### src/rtl/answer_judge_if.sv
// Player-side bus of the quiz judge: raw buttons and the expected answer in,
// question index, ownership, entry, scores and verdict out.
interface answer_judge_if;
  logic       btn_buzz_p1;
  logic       btn_buzz_p2;
  logic       btn_count;
  logic       btn_lock;
  logic [3:0] bcd_ans;
  logic [3:0] bcd_state;
  logic [1:0] owner;
  logic [3:0] entry;
  logic [2:0] score_p1;
  logic [2:0] score_p2;
  logic [4:0] led_p1;
  logic [4:0] led_p2;
  logic       result_valid;
  logic       result_correct;
  logic       game_over;

  // Driver side: buttons and the question ROM answer.
  modport master (
    output btn_buzz_p1, btn_buzz_p2, btn_count, btn_lock, bcd_ans,
    input  bcd_state, owner, entry, score_p1, score_p2, led_p1, led_p2,
    input  result_valid, result_correct, game_over
  );

  // Judge side.
  modport slave (
    input  btn_buzz_p1, btn_buzz_p2, btn_count, btn_lock, bcd_ans,
    output bcd_state, owner, entry, score_p1, score_p2, led_p1, led_p2,
    output result_valid, result_correct, game_over
  );
endinterface

### src/rtl/answer_judge.sv
// Quiz answer judge: synchronizes and debounces four raw buttons, arbitrates
// the buzzer, collects the entered answer, judges it and keeps the scores.
module answer_judge #(
  parameter int DEBOUNCE_CYC  = 4,
  parameter int TIMEOUT_CYC   = 1000,
  parameter int NUM_QUESTIONS = 11
) (
  input  logic          clk,
  input  logic          reset,
  answer_judge_if.slave bus
);

  localparam int BTN_N  = 4;
  localparam int B_P1   = 0;
  localparam int B_P2   = 1;
  localparam int B_CNT  = 2;
  localparam int B_LOCK = 3;

  localparam logic [7:0]  DB_LAST   = 8'(DEBOUNCE_CYC - 1);
  localparam logic [15:0] TO_LAST   = 16'(TIMEOUT_CYC - 1);
  localparam logic [3:0]  Q_LAST    = 4'(NUM_QUESTIONS - 1);
  localparam logic [2:0]  SCORE_MAX = 3'd5;
  localparam logic [3:0]  ENTRY_MAX = 4'd9;

  typedef enum logic [2:0] {
    S_IDLE,
    S_ANSWER,
    S_JUDGE,
    S_NEXT,
    S_OVER
  } state_t;

  // ---------------------------------------------------------------------------
  // Button front end
  // ---------------------------------------------------------------------------
  logic [BTN_N-1:0] raw;
  logic [BTN_N-1:0] sync_a;
  logic [BTN_N-1:0] sync_b;
  logic [BTN_N-1:0] level;
  logic [BTN_N-1:0] armed;
  logic [BTN_N-1:0] press;
  logic [1:0]       primed;
  logic [7:0]       db_cnt [BTN_N];

  assign raw = {bus.btn_lock, bus.btn_count, bus.btn_buzz_p2, bus.btn_buzz_p1};

  // Two-flop synchronizer, debounce counter and press-pulse generation per button.
  // A button only becomes armed once it has been seen released after reset, so
  // a button held through reset never produces a press.
  always_ff @(posedge clk) begin
    if (reset) begin
      sync_a <= '0;
      sync_b <= '0;
      level  <= '0;
      armed  <= '0;
      press  <= '0;
      primed <= '0;
      // NOTE: db_cnt is a handful of flops, not a RAM, so it is cleared in reset
      // like any other register; a real memory would be left out of reset.
      for (int i = 0; i < BTN_N; i++) begin
        db_cnt[i] <= '0;
      end
    end else begin
      // NOTE: sequential state uses non-blocking assignments so every flop
      // samples the pre-edge values; sync_b therefore lags sync_a by one cycle.
      sync_a <= raw;
      sync_b <= sync_a;
      primed <= {primed[0], 1'b1};
      for (int i = 0; i < BTN_N; i++) begin
        press[i] <= 1'b0;
        if (primed[1] && !sync_b[i]) begin
          armed[i] <= 1'b1;
        end
        if (sync_b[i] == level[i]) begin
          db_cnt[i] <= '0;
        end else if (db_cnt[i] == DB_LAST) begin
          db_cnt[i] <= '0;
          level[i]  <= sync_b[i];
          press[i]  <= sync_b[i] & armed[i];
        end else begin
          db_cnt[i] <= db_cnt[i] + 8'd1;
        end
      end
    end
  end

  // ---------------------------------------------------------------------------
  // Game FSM
  // ---------------------------------------------------------------------------
  state_t      state;
  logic [3:0]  bcd_state;
  logic [1:0]  owner;
  logic [3:0]  entry;
  logic [2:0]  score_p1;
  logic [2:0]  score_p2;
  logic        result_valid;
  logic        result_correct;
  logic        game_over;
  logic [15:0] tcnt;
  logic        timed_out;
  logic        judge_ok;

  assign judge_ok = (entry == bus.bcd_ans) && !timed_out;

  // Buzz arbitration, answer entry with timeout, verdict and question advance.
  always_ff @(posedge clk) begin
    if (reset) begin
      state          <= S_IDLE;
      bcd_state      <= '0;
      owner          <= '0;
      entry          <= '0;
      score_p1       <= '0;
      score_p2       <= '0;
      result_valid   <= 1'b0;
      result_correct <= 1'b0;
      game_over      <= 1'b0;
      tcnt           <= '0;
      timed_out      <= 1'b0;
    end else begin
      result_valid <= 1'b0;
      case (state)
        S_IDLE: begin
          if (press[B_P1] || press[B_P2]) begin
            owner     <= press[B_P1] ? 2'b01 : 2'b10;
            entry     <= '0;
            tcnt      <= '0;
            timed_out <= 1'b0;
            state     <= S_ANSWER;
          end
        end
        S_ANSWER: begin
          if (press[B_CNT] && entry != ENTRY_MAX) begin
            entry <= entry + 4'd1;
          end
          tcnt <= tcnt + 16'd1;
          if (press[B_LOCK]) begin
            timed_out <= 1'b0;
            state     <= S_JUDGE;
          end else if (tcnt == TO_LAST) begin
            timed_out <= 1'b1;
            state     <= S_JUDGE;
          end
        end
        S_JUDGE: begin
          result_valid   <= 1'b1;
          result_correct <= judge_ok;
          if (judge_ok) begin
            if (owner == 2'b01 && score_p1 != SCORE_MAX) begin
              score_p1 <= score_p1 + 3'd1;
            end
            if (owner == 2'b10 && score_p2 != SCORE_MAX) begin
              score_p2 <= score_p2 + 3'd1;
            end
          end
          state <= S_NEXT;
        end
        S_NEXT: begin
          owner <= '0;
          if (bcd_state == Q_LAST || score_p1 == SCORE_MAX || score_p2 == SCORE_MAX) begin
            game_over <= 1'b1;
            state     <= S_OVER;
          end else begin
            bcd_state <= bcd_state + 4'd1;
            state     <= S_IDLE;
          end
        end
        S_OVER: begin
          owner <= '0;
        end
        default: begin
          state <= S_IDLE;
        end
      endcase
    end
  end

  // Thermometer decode of a 0..5 score onto five LEDs.
  function automatic logic [4:0] thermo(input logic [2:0] s);
    // NOTE: every path of this case assigns the result (including default), so
    // the combinational decode can never infer a latch.
    case (s)
      3'd0:    thermo = 5'b00000;
      3'd1:    thermo = 5'b00001;
      3'd2:    thermo = 5'b00011;
      3'd3:    thermo = 5'b00111;
      3'd4:    thermo = 5'b01111;
      default: thermo = 5'b11111;
    endcase
  endfunction

  assign bus.bcd_state      = bcd_state;
  assign bus.owner          = owner;
  assign bus.entry          = entry;
  assign bus.score_p1       = score_p1;
  assign bus.score_p2       = score_p2;
  assign bus.led_p1         = thermo(score_p1);
  assign bus.led_p2         = thermo(score_p2);
  assign bus.result_valid   = result_valid;
  assign bus.result_correct = result_correct;
  assign bus.game_over      = game_over;

endmodule
### src/flat_wrapper.sv
// flat-port wrapper written by rule: the top's interface ports become plain ports
module answer_judge_flat 
#(
  parameter int DEBOUNCE_CYC  = 4,
  parameter int TIMEOUT_CYC   = 1000,
  parameter int NUM_QUESTIONS = 11
)
  (clk, reset, bus_btn_buzz_p1, bus_btn_buzz_p2, bus_btn_count, bus_btn_lock, bus_bcd_ans, bus_bcd_state, bus_owner, bus_entry, bus_score_p1, bus_score_p2, bus_led_p1, bus_led_p2, bus_result_valid, bus_result_correct, bus_game_over);
  answer_judge_if bus_i ();
  input  logic clk;
  input  logic reset;
  input wire logic [$bits(bus_i.btn_buzz_p1)-1:0] bus_btn_buzz_p1;
  input wire logic [$bits(bus_i.btn_buzz_p2)-1:0] bus_btn_buzz_p2;
  input wire logic [$bits(bus_i.btn_count)-1:0] bus_btn_count;
  input wire logic [$bits(bus_i.btn_lock)-1:0] bus_btn_lock;
  input wire logic [$bits(bus_i.bcd_ans)-1:0] bus_bcd_ans;
  output wire logic [$bits(bus_i.bcd_state)-1:0] bus_bcd_state;
  output wire logic [$bits(bus_i.owner)-1:0] bus_owner;
  output wire logic [$bits(bus_i.entry)-1:0] bus_entry;
  output wire logic [$bits(bus_i.score_p1)-1:0] bus_score_p1;
  output wire logic [$bits(bus_i.score_p2)-1:0] bus_score_p2;
  output wire logic [$bits(bus_i.led_p1)-1:0] bus_led_p1;
  output wire logic [$bits(bus_i.led_p2)-1:0] bus_led_p2;
  output wire logic [$bits(bus_i.result_valid)-1:0] bus_result_valid;
  output wire logic [$bits(bus_i.result_correct)-1:0] bus_result_correct;
  output wire logic [$bits(bus_i.game_over)-1:0] bus_game_over;
  assign bus_i.btn_buzz_p1 = bus_btn_buzz_p1;
  assign bus_i.btn_buzz_p2 = bus_btn_buzz_p2;
  assign bus_i.btn_count = bus_btn_count;
  assign bus_i.btn_lock = bus_btn_lock;
  assign bus_i.bcd_ans = bus_bcd_ans;
  assign bus_bcd_state = bus_i.bcd_state;
  assign bus_owner = bus_i.owner;
  assign bus_entry = bus_i.entry;
  assign bus_score_p1 = bus_i.score_p1;
  assign bus_score_p2 = bus_i.score_p2;
  assign bus_led_p1 = bus_i.led_p1;
  assign bus_led_p2 = bus_i.led_p2;
  assign bus_result_valid = bus_i.result_valid;
  assign bus_result_correct = bus_i.result_correct;
  assign bus_game_over = bus_i.game_over;
  answer_judge #(.DEBOUNCE_CYC(DEBOUNCE_CYC), .TIMEOUT_CYC(TIMEOUT_CYC), .NUM_QUESTIONS(NUM_QUESTIONS)) u_core (.clk(clk), .reset(reset), .bus(bus_i));
endmodule
### config.mk
export PLATFORM = sky130hd
export DESIGN_NAME = answer_judge_flat
export DESIGN_NICKNAME = d
export VERILOG_FILES = /design/src/rtl/answer_judge_if.sv /design/src/rtl/answer_judge.sv /design/src/flat_wrapper.sv
export SDC_FILE = /design/constraint.sdc
export NUM_CORES = 1
export LEC_CHECK = 0
export CELL_PAD_IN_SITES_DETAIL_PLACEMENT = 1
export CELL_PAD_IN_SITES_GLOBAL_PLACEMENT = 2
export CORE_AREA = 2 2 91 137
export CTS_BUF_LIST = sky130_fd_sc_hd__clkbuf_16
export CTS_CLUSTER_DIAMETER = 50
export DETAILED_ROUTE_END_ITERATION = 8
export DIE_AREA = 0 0 93 139
export PLACE_DENSITY_LB_ADDON = 0.05
export SETUP_SLACK_MARGIN = 0.1
export SKIP_LAST_GASP = 1
export SLEW_MARGIN = 20
export SYNTH_ARGS = -nofsm -noshare
export SYNTH_HDL_FRONTEND = slang
export SYNTH_SLANG_ARGS = --single-unit
### constraint.sdc
create_clock -name clk -period 4.1 [get_ports clk]
set_input_delay 0.41 -clock clk [delete_from_list [all_inputs] [get_ports clk]]
set_output_delay 0.41 -clock clk [all_outputs]
set_load 0.02 [all_outputs]
==> metrics.md, run 1 <==
| Metric | Value |
|---|---|
| Status | complete, no violations |
| DR WL/cell | 15.1 um |
| Reg2reg setup slack | 1.82 ns |
| Syn_area_per_cell | approximately 9.6 um^2 |
| Htree depth | 3 |
| Area growth syn-to-layout | 20.4% |
| Synth unique cells | slightly below 60 |
| Post-route ant nets | 0 |
| Count leader, synth | nor2_1 |
| Largest net degree at the start of global routing | 41 |
| EDFF count, synth | 32 |
| Yosys top cell by area | dfxtp_1 |
| Root buffer cell | clkbuf_16 |
| Tightest Hold Check Type | flop to flop |
| Clock Latency Late Sink | ~0.34 ns |
| CP required | 3.69 ns |
| Startpoint Class | flop |
| Core Rows | 49 |
| WHS Endpoint | u_core.sync_b[0] |
| Initial antenna violation count | 0 |
| Drc violations | 0 |
| Crit path max fanout | 5 |
| Routed WL | around 11 mm |
| Number of global-route vias before repair | between 3,000 and 4,000 |
| Crit-path leading delay family | buffers and inverters |
| WHS Path Cells | 1 |
| First DRT Iteration DRCs | 83 |
| Die width | 93 um |
| Worst IR Drop VDD | 0.000320 V |
| Core box area | 11,800 um^2 |
| Leak | about 2.1 nW |
| Final worst-path cycle share | approximately two thirds |
| CTS tree | built |
| Layout cells sized above 1 | around 6% |
| Hold-fix buffers, CTS | 0 |
| Setup Total Neg Slack | 0 ns |
| Final setup fails | 0 |
| Least-Margin Pin Slew | between 0.9 and 1 ns |
| Setup Crit Path Kind | flop to output port |
| Final Critical Period | 2.73 ns |
| Fmax | about 370 MHz |
| CTS Buf Count | 9 |
| GPL Wtd Cong | slightly above 0.8 |
| Initial DRT Pass Iterations | 4 |
| Top cells by area, synth | dfxtp_1, edfxtp_1, nor2_1, xor2_1, ha_1 |
| Worst r2r src | u_core.db_cnt[3][0] |
| Min-Delay Startpoint | u_core.sync_a[0] |
| RR Endpoint | u_core.db_cnt[3][4] |
| Worst r2r path cells | 5 |
| Post-Syn Area | between 4000 and 5000 um^2 |
| Antenna Cells | 0 |
| Die Ht | roughly 140 um |
| Tot GR Track Use | 17.2% |
| Count of pins over their slew limit | 0 |
| Setup Skew | 0.00446 ns |
| Critical path's largest stage delay | 0.60 ns |
| Cts repair resizes | 0 |
| PwrDens | between 300 and 400 nW/um^2 |
| Synth warnings | 0 |
| Nets | between 500 and 600 |
| Worst EP arrival | approximately 2.3 ns |
| Wire length of the first global-routing pass | approximately 18 mm |
| Synthesis-stage register bit count | 93 |
| Post-CTS Setup Bufs | 0 |
| Starting Density | 38.9% |
| DR vias/cell | roughly 5.1 |
| Final Hold Viols | 0 |
| Worst rel slew slack | a little under two fifths |
| Vias | around 3,600 |
| Sequential element share of the synthesized area | 47.6% |
| Bufs on Longest Clock Path | 2 |
| CP Capture Type | output port |
| Synth top area share | between 20% and 30% |
| Clock transition at path regs | about 0.06 ns |
| CTS Sinks | just over 90 |
| Gr ovfl total | 0 |
| Die area | about 13,000 um^2 |
| WP buf/inv | 2 |
| Most frequent cells after synthesis | nor2_1, dfxtp_1, nand3_1 |
| Critical Path, Cell by Cell | inv_1 > ha_1 > o41ai_1 > a21o_1 > clkdlybuf4s50_1 |
| Post-layout util | 46.9% |
| Port Buffers | 38 |
| Max-cap viol count | 0 |
| RSZ-0062 raised after global routing | false |
| Post-synthesis cell count | roughly 480 |
| Fraction of registers with async set/reset | 0% |
| I/O pins | 39 |
| HPWL Detailed | 7.74 mm |
| Synth Flop Type | dfxtp_1 |
| Slowest CP cell | clkdlybuf4s50_1 |
[cell type report]
| class | count | area [um^2] |
|---|---|---|
| Fill cell | 1379 | 6250 |
| Clock inverter | 7 | 82.6 |
| Clock buffer | 9 | 225 |
| Inverter | 20 | 75.1 |
| Sequential cell | 93 | 2180 |
| Tap cell | 153 | 191 |
| Multi-Input combinational cell | 379 | 2370 |
| Timing Repair Buffer | 41 | 398 |
[layout by cell type, fill, tap and decap left out, drive strengths merged, types with 4 or more instances in the layout]
cell type,instances
nand2,15
conb,32
nand2b,5
and2,7
xor2,26
o21ai,10
clkdlybuf4s50,37
nor4,9
or2,5
a21oi,23
mux2,4
mux2i,7
and4,8
edfxtp,32
or3,6
xnor2,9
nand3,34
or4,5
and3,13
inv,22
clkbuf,9
o41ai,7
nor2b,11
dfxtp,61
nor2,72
buf,4
nor3,6
o211ai,4
ha,17
nand4,8
or4b,4
[worst max path at each step]
stage / from / endpoint / cells past startpoint
after floorplan: u_core.bus.score_p1[0] / bus_led_p1[2] / 4
after global placement: bus_bcd_ans[2] / u_core.bus.score_p1[0] / 5
after detailed placement: u_core.bus.score_p2[0] / bus_led_p2[2] / 5
after CTS: u_core.bus.score_p2[0] / bus_led_p2[2] / 5
after global routing: u_core.bus.score_p2[0] / bus_led_p2[2] / 5
final: u_core.bus.score_p2[0] / bus_led_p2[2] / 5
[cell families after synthesis]
logic type                 count (synthesis)  synth area share (%)
AOI/OAI and AO/OA                         65                  9.44
xor gates and xnor gates                  35                  6.69
adders and majority gates                 17                  4.64
buffers and inverters                     38                  3.33
DFF                                       93                  47.6
muxes                                     11                  2.51
other                                      1                0.0818
and+or+nand+nor                          219                  25.7
[through the flow]
step	power (mW)	instance area [um^2]	setup slack, ns	std cells	hold WS, ns
finish	1.92	5520	1.37	702	0.440
global route	2.00	5520	1.23	702	0.465
CTS	1.95	5520	1.35	702	0.445
detailed placement	1.08	5210	1.72	686	0.429
global placement	1.08	5210	1.76	686	0.420
floorplan	1.05	4700	1.69	510	0.414
[registers in the layout, indices dropped and copies added (netlist names), 2 cells and up]
name / cells
u_core.bus.entry: 4
u_core.bus.bcd_state: 4
u_core.sync_b: 4
u_core.primed: 2
u_core.armed: 4
u_core.tcnt: 16
u_core.db_cnt: 32
u_core.bus.owner: 2
u_core.bus.score_p2: 3
u_core.bus.score_p1: 3
u_core.level: 4
u_core.sync_a: 4
u_core.press: 4
u_core.state: 3
[per-layer routing]
metal / up-vias / routed length (um) / track usage [%] / part of all wire, %
met1: 1755 / 4360 / 19.0 / 41
met5: - / 0 / 0 / 0
met3: 9 / 213 / 3.04 / 2.0
met2: 29 / 5900 / 32.6 / 56
met4: 0 / 148 / 5.34 / 1.4
li1: 1809 / - / - / -
[worst register-to-register path, delay by kind of cell (launching register included)]
kind | cells | cell delay [ns]
fa+ha+maj | 1 | 0.25
simple gates | 4 | 1.37
flops | 1 | 0.41
[power breakdown]
part	leakage [nW]	switching [mW]	internal, mW
logic	1.08	0.0377	0.0268
registers	0.824	0.0190	0.975
clock network	0.153	0.339	0.526
total	2.06	0.396	1.53
(Power assumes the default switching activity.)
==> run 2, diff against run 1 <==
CORE_AREA = 2 2 94 142   (was 2 2 91 137)
DIE_AREA = 0 0 96 144   (was 0 0 93 139)
clock period = 2.8 ns   (was 4.1 ns; I/O delays follow)
==> run 2 against run 1 <==
Compared with the run above: core utilization decreased by 3.4 points; non-clock buffer count increased by 5; clock skew is 0.0050 ns higher; cell area up 0.14%; clock power increased by 25%; routed wire length rose by 1.4%; first-iteration DRC count fell by 28%.
==> metrics.md, run 2 (synthesis results as in run 1) <==
| Metric | Value |
|---|---|
| Status | complete, no violations |
| DR vias/cell | 5.16 (+0.59%) |
| Tightest Hold Check Type | input port to flop |
| Port Buffers | 38 (unchanged) |
| Gr ovfl total | 0 (unchanged) |
| Setup Skew | 0.00949 ns (+0.00503 ns) |
| Number of global-route vias before repair | 3,868 (+2.1%) |
| Worst IR Drop VDD | 0.000240 V (-25%) |
| Max-cap viol count | 0 (unchanged) |
| PwrDens | 477 nW/um^2 (+37%) |
| Post-route ant nets | 0 (unchanged) |
| GPL Wtd Cong | 0.766 (-4.8%) |
| Wire length of the first global-routing pass | 18.4 mm (+3.4%) |
| Vias | 3,680 (+2.2%) |
| Core box area | 12,700 um^2 (+7.9%) |
| WHS Path Cells | 2 (+1) |
| Least-Margin Pin Slew | 0.661 ns (-0.277 ns) |
| Core Rows | 51 (+4.1%) |
| Die width | 96 um (+3.2%) |
| Routed WL | 10.8 mm (+1.4%) |
| Tot GR Track Use | 17.0% (-0.17 points) |
| Pre-CTS setup slack | 0.512 ns (-1.20 ns) |
| Nets | 576 (+0.88%) |
| CP required | 2.52 ns (-1.17 ns) |
| Worst r2r path cells | 5 (unchanged) |
| Antenna Cells | 0 (unchanged) |
| CTS tree | built |
| Min-Delay Startpoint | reset |
| Root buffer cell | clkbuf_16 |
| DR WL/cell | 15.1 um (-0.18%) |
| Final-layout fill cell count | 1,499 (+8.7%) |
| Worst rel slew slack | 55.5% (+18 points) |
| Clock Latency Late Sink | 0.34 ns (about the same) |
| Starting Density | 36.1% (-2.8 points) |
| Setup Crit Path Kind | flop to output port |
| Crit path max fanout | 5 (unchanged) |
| CTS Buf Count | 9 (unchanged) |
| Final setup fails | 0 (unchanged) |
| Initial antenna violation count | 0 (unchanged) |
| CTS Sinks | 93 (unchanged) |
| Fmax | 399 MHz |
| Largest register by flop count | u_core.db_cnt |
| Worst EP arrival | 2.22 ns (-0.10 ns) |
| Startpoint Class | flop |
| First DRT Iteration DRCs | 60 (-28%) |
| Commonest non-fill, non-tap cell in the layout | nor2_1 |
| HPWL Detailed | 8.12 mm (+4.9%) |
| RR Endpoint | u_core.db_cnt[3][2] |
| Htree depth | 3 (unchanged) |
| CP Capture Type | output port |
| Worst r2r src | u_core.db_cnt[3][0] |
| Final setup margin | 0.296 ns (-1.07 ns) |
| Die area | 13,800 um^2 (+6.9%) |
| Max FFs per register | 32 (unchanged) |
| WHS Endpoint | u_core.bus.result_valid |
| Largest regs | u_core.db_cnt: 32 flops, u_core.tcnt: 16 flops |
| Hold-fix buffers, CTS | 0 (unchanged) |
| Largest net degree at the start of global routing | 24 (-41%) |
| Cts repair resizes | 0 (unchanged) |
| Hold_ws | 0.396 ns (-0.0446 ns) |
| Post-CTS Setup Bufs | 0 (unchanged) |
| Setup Total Neg Slack | 0 ns (unchanged) |
| Most frequent cells in the layout | nor2_1, dfxtp_1, clkdlybuf4s50_1, nand3_1 |
| Final worst-path cycle share | about nine tenths |
| RSZ-0062 raised after global routing | false |
| Die Ht | 144 um (+3.6%) |
| Reg2reg setup slack | 0.57 ns (-1.25 ns) |
| Count of pins over their slew limit | 0 (unchanged) |
| Leak | 2.09 nW (+1.4%) |
| Drc violations | 0 (unchanged) |
| I/O pins | 39 (unchanged) |
| Final Critical Period | around 2.5 ns |
| Area growth syn-to-layout | 20.6% |
| Bufs on Longest Clock Path | 2 (unchanged) |
| Initial DRT Pass Iterations | 4 (unchanged) |
| Layout cells sized above 1 | 7.04% (+1.2 points) |
| Final Hold Viols | 0 (unchanged) |
| Clock transition at path regs | 0.06 ns (about the same) |
==> run 2: cell type report <==
class / count / area, um^2 / area share (%)
timing repair buffer: 46 / 435 / 7.88
sequential: 93 / 2180 / 39.5
inverter: 20 / 75.1 / 1.36
tap: 159 / 199 / 3.60
clock inverter: 7 / 30.0 / 0.543
clock buffer: 9 / 225 / 4.07
multi-input combinational: 379 / 2380 / 43.1
==> run 2: critical path, cell delays in order (launching register included) <==
cell             delay [ns]
dfxtp_1                0.42
inv_1                  0.11
ha_1                   0.25
o41ai_2                0.36
or2_2                  0.16
clkdlybuf4s50_1        0.60
==> run 2: layer usage <==
layer / part of all wire (%) / up-vias / GRT usage [%] / wire, um
li1: - / 1817 / - / -
met1: 40 / 1815 / 18.5 / 4290
met2: 56 / 30 / 32.1 / 6080
met3: 1.6 / 18 / 2.55 / 174
met4: 2.0 / 0 / 6.84 / 219
met5: 0 / - / 0 / 0
==> run 2: stage by stage <==
stage	utilization [%]	std cells	power (mW)	area, um^2
6_report	43.5	713	2.64	5530
5_1_grt	43.5	713	2.76	5530
4_1_cts	43.4	713	2.68	5510
3_5_place_dp	41.4	697	1.58	5260
3_3_place_gp	41.4	697	1.58	5260
2_1_floorplan	-	510	1.54	4700
==> run 2: worst max-delay path by stage <==
| stage | to | slack, ns | cells past startpoint | from |
|---|---|---|---|---|
| finish | bus_led_p1[2] | 0.30 | 5 | u_core.bus.score_p1[0] |
| global route | bus_led_p2[2] | 0.17 | 5 | u_core.bus.score_p2[0] |
| CTS | bus_led_p1[2] | 0.14 | 5 | u_core.bus.score_p1[0] |
| detailed placement | bus_led_p1[2] | 0.51 | 5 | u_core.bus.score_p1[0] |
| global placement | bus_led_p1[2] | 0.59 | 5 | u_core.bus.score_p1[0] |
| floorplan | bus_led_p1[2] | 0.51 | 4 | u_core.bus.score_p1[0] |
==> run 2: power breakdown <==
part | total, mW | internal, mW | switching (mW)
logic | 0.0983 | 0.0426 | 0.0558
clock network | 1.08 | 0.585 | 0.498
registers | 1.46 | 1.43 | 0.0283
total | 2.64 | 2.05 | 0.582
==> run 3, diff against run 2 <==
--- a/config.mk
+++ b/config.mk
@@ -15,4 +15,5 @@
 export PLACE_DENSITY_LB_ADDON = 0.05
 export SETUP_SLACK_MARGIN = 0.1
+export SKIP_CTS_REPAIR_TIMING = 1
 export SKIP_LAST_GASP = 1
 export SLEW_MARGIN = 20
==> constraint.sdc (replaced) <==
create_clock -name clk -period 2.8 [get_ports clk]
set_input_delay 0.56 -clock clk [delete_from_list [all_inputs] [get_ports clk]]
set_output_delay 0.56 -clock clk [all_outputs]
set_load 0.02 [all_outputs]
==> run 3 against run 2 <==
Compared with the run above: via count decreased by 1.2%; non-clock buffer count increased by 2; clock-buffer cell count increased by 2; sequential power about the same; sequential cell count unchanged; largest cell class unchanged; maximum frequency decreased by 1.8%; final cell count increased by 0.28%; critical path depth unchanged; die area unchanged.
==> metrics.md, run 3 (synthesis results as in run 1) <==
| Metric | Value |
|---|---|
| Clock transition at path regs | 0.06 ns (about the same) |
| Final Hold Viols | 0 (unchanged) |
| RSZ-0062 raised after global routing | false |
| Die width | 96 um (unchanged) |
| DR WL/cell | 15.1 um (about the same) |
| Largest regs | u_core.db_cnt: 32 flops, u_core.tcnt: 16 flops |
| Initial antenna violation count | 0 (unchanged) |
| Slowest CP cell | clkdlybuf4s50_1 |
| Post-route ant nets | 0 (unchanged) |
| Commonest non-fill, non-tap cell in the layout | nor2_1 |
| HPWL Detailed | 8.10 mm (-0.17%) |
| Tightest Hold Check Type | flop to flop |
| Pre-CTS setup slack | 0.303 ns (-0.209 ns) |
| Fmax | 392 MHz (-1.8%) |
| Final instance area | 5660 um^2 (+2.4%) |
| Tot GR Track Use | 17.0% (about the same) |
| Worst EP arrival | 1.99 ns (-0.23 ns) |
| Worst rel slew slack | 56.3% (+0.78 points) |
| Placement Cell Area | 5270 um^2 (+0.29%) |
| Reg2reg setup slack | 0.46 ns (-0.11 ns) |
| PwrDens | 524 nW/um^2 (+9.8%) |
| CTS Sinks | 93 (unchanged) |
| Hold_ws | 0.438 ns (+0.0420 ns) |
| GPL Wtd Cong | 0.761 (-0.74%) |
| Die Ht | 144 um (unchanged) |
| DR vias/cell | 5.08 (-1.5%) |
| Port Buffers | 38 (unchanged) |
| Final setup margin | 0.250 ns (-0.0465 ns) |
| Drc violations | 0 (unchanged) |
| Antenna Cells | 0 (unchanged) |
| Crit-path leading delay family | buffers and inverters |
| Crit path max fanout | 5 (unchanged) |
| Clock Latency Late Sink | 0.35 ns (about the same) |
| Root buffer cell | clkbuf_16 |
| Max-cap viol count | 0 (unchanged) |
| Largest net degree at the start of global routing | 17 (-29%) |
| Wire length of the first global-routing pass | 18.2 mm (-1.4%) |
| Starting Density | 36.1% (unchanged) |
| Leak | 2.24 nW (+7.4%) |
| Critical path's largest stage delay | 0.55 ns (-0.05 ns) |
| Most frequent cells in the layout | nor2_1, dfxtp_1, nand3_1, edfxtp_1, conb_1 |
| Status | complete, no violations |
| Final Critical Period | 2.55 ns (+0.0465 ns) |
| Core box area | 12,700 um^2 (unchanged) |
| Vias | 3,635 (-1.2%) |
| Setup Total Neg Slack | 0 ns (unchanged) |
| Post-layout util | 44.6% (+1.0 points) |
| Setup Crit Path Kind | flop to output port |
| Area growth syn-to-layout | 23.5% |
| WP buf/inv | 2 (unchanged) |
| Setup Skew | 0.00998 ns (+0.000485 ns) |
| Critical Path, Cell by Cell | inv_1 > ha_1 > nor3_1 > nand3_1 > clkdlybuf4s50_1 |
| CTS tree | built |
| Startpoint Class | flop |
| Non-filler cells, final | 715 (+0.28%) |
| Layout cells sized above 1 | 8.09% (+1.1 points) |
| Least-Margin Pin Slew | 0.650 ns (-0.0115 ns) |
| Largest register by flop count | u_core.db_cnt |
| Bufs on Longest Clock Path | 2 (unchanged) |
| Worst IR Drop VDD | 0.000269 V (+12%) |
| Count of pins over their slew limit | 0 (unchanged) |
| Die area | 13,800 um^2 (unchanged) |
| Gr ovfl total | 0 (unchanged) |
| First DRT Iteration DRCs | 95 (+58%) |
| Power, Total | 2.96 mW (+12%) |
| Max FFs per register | 32 (unchanged) |
| Final setup fails | 0 (unchanged) |
| Htree depth | 3 (unchanged) |
| Cells after DPL | 699 (+0.29%) |
| Final worst-path cycle share | 91.1% (+1.7 points) |
| Final-layout fill cell count | 1,476 (-1.5%) |
| CP Capture Type | output port |
| CTS Buf Count | 9 (unchanged) |
| Initial DRT Pass Iterations | 4 (unchanged) |
| Routed WL | 10.8 mm (+0.31%) |
| I/O pins | 39 (unchanged) |
| Number of global-route vias before repair | 3,747 (-3.1%) |
| CP required | 2.24 ns (-0.28 ns) |
| Core Rows | 51 (unchanged) |
| Nets | 578 (+0.35%) |
run 3: cell types whose count changed in the layout (fill, tap and decap cells not counted):
cell             previous run  this run
bufinv_16                   0         2
buf_4                       8        10
clkinv_2                    3         1
nor3_2                      0         1
clkinv_1                    0         1
clkdlybuf4s50_1            37        31
nor3_1                      6         5
inv_1                      24        20
dlymetal6s2s_1              0         6
clkinv_4                    0         1
clkbuf_16                   9        11
run 3: layout make-up:
cell class              instances  area, um^2  area share, %
multi-input cells             379        2390           42.2
flip-flops and latches         93        2180           38.5
repair buffers                 48         465           8.22
clock buffers                  11         275           4.86
well taps                     159         199           3.51
clock inverters                 5        77.6           1.37
inverters                      20        75.1           1.33
run 3: path summary, 6_finish.rpt:
kind	start	end	depth (start not counted)
worst min-delay path	u_core.sync_a[2]	u_core.sync_b[2]	1
worst min register to register	u_core.sync_a[2]	u_core.sync_b[2]	1
worst max register to register	u_core.db_cnt[0][0]	u_core.db_cnt[0][5]	5
worst max-delay path	u_core.bus.score_p1[0]	bus_led_p1[0]	5
run 3: layer usage:
layer	track usage (%)	wire, um	up-vias
li1	-	-	1827
met1	19.0	4400	1765
met2	31.8	6020	30
met3	1.72	148	13
met4	7.67	221	0
met5	0	0	-
run 3: power by group:
group,total (mW),switching [mW],internal (mW)
sequential,1.45,0.0272,1.43
combinational,0.0985,0.0549,0.0435
clock,1.41,0.525,0.888
total,2.96,0.607,2.36
run 3: worst register-to-register path: cells and delay by family (launching register included):
kind | cells | cell delay (ns)
flops | 1 | 0.41
simple gates | 4 | 1.39
fa+ha+maj | 1 | 0.27
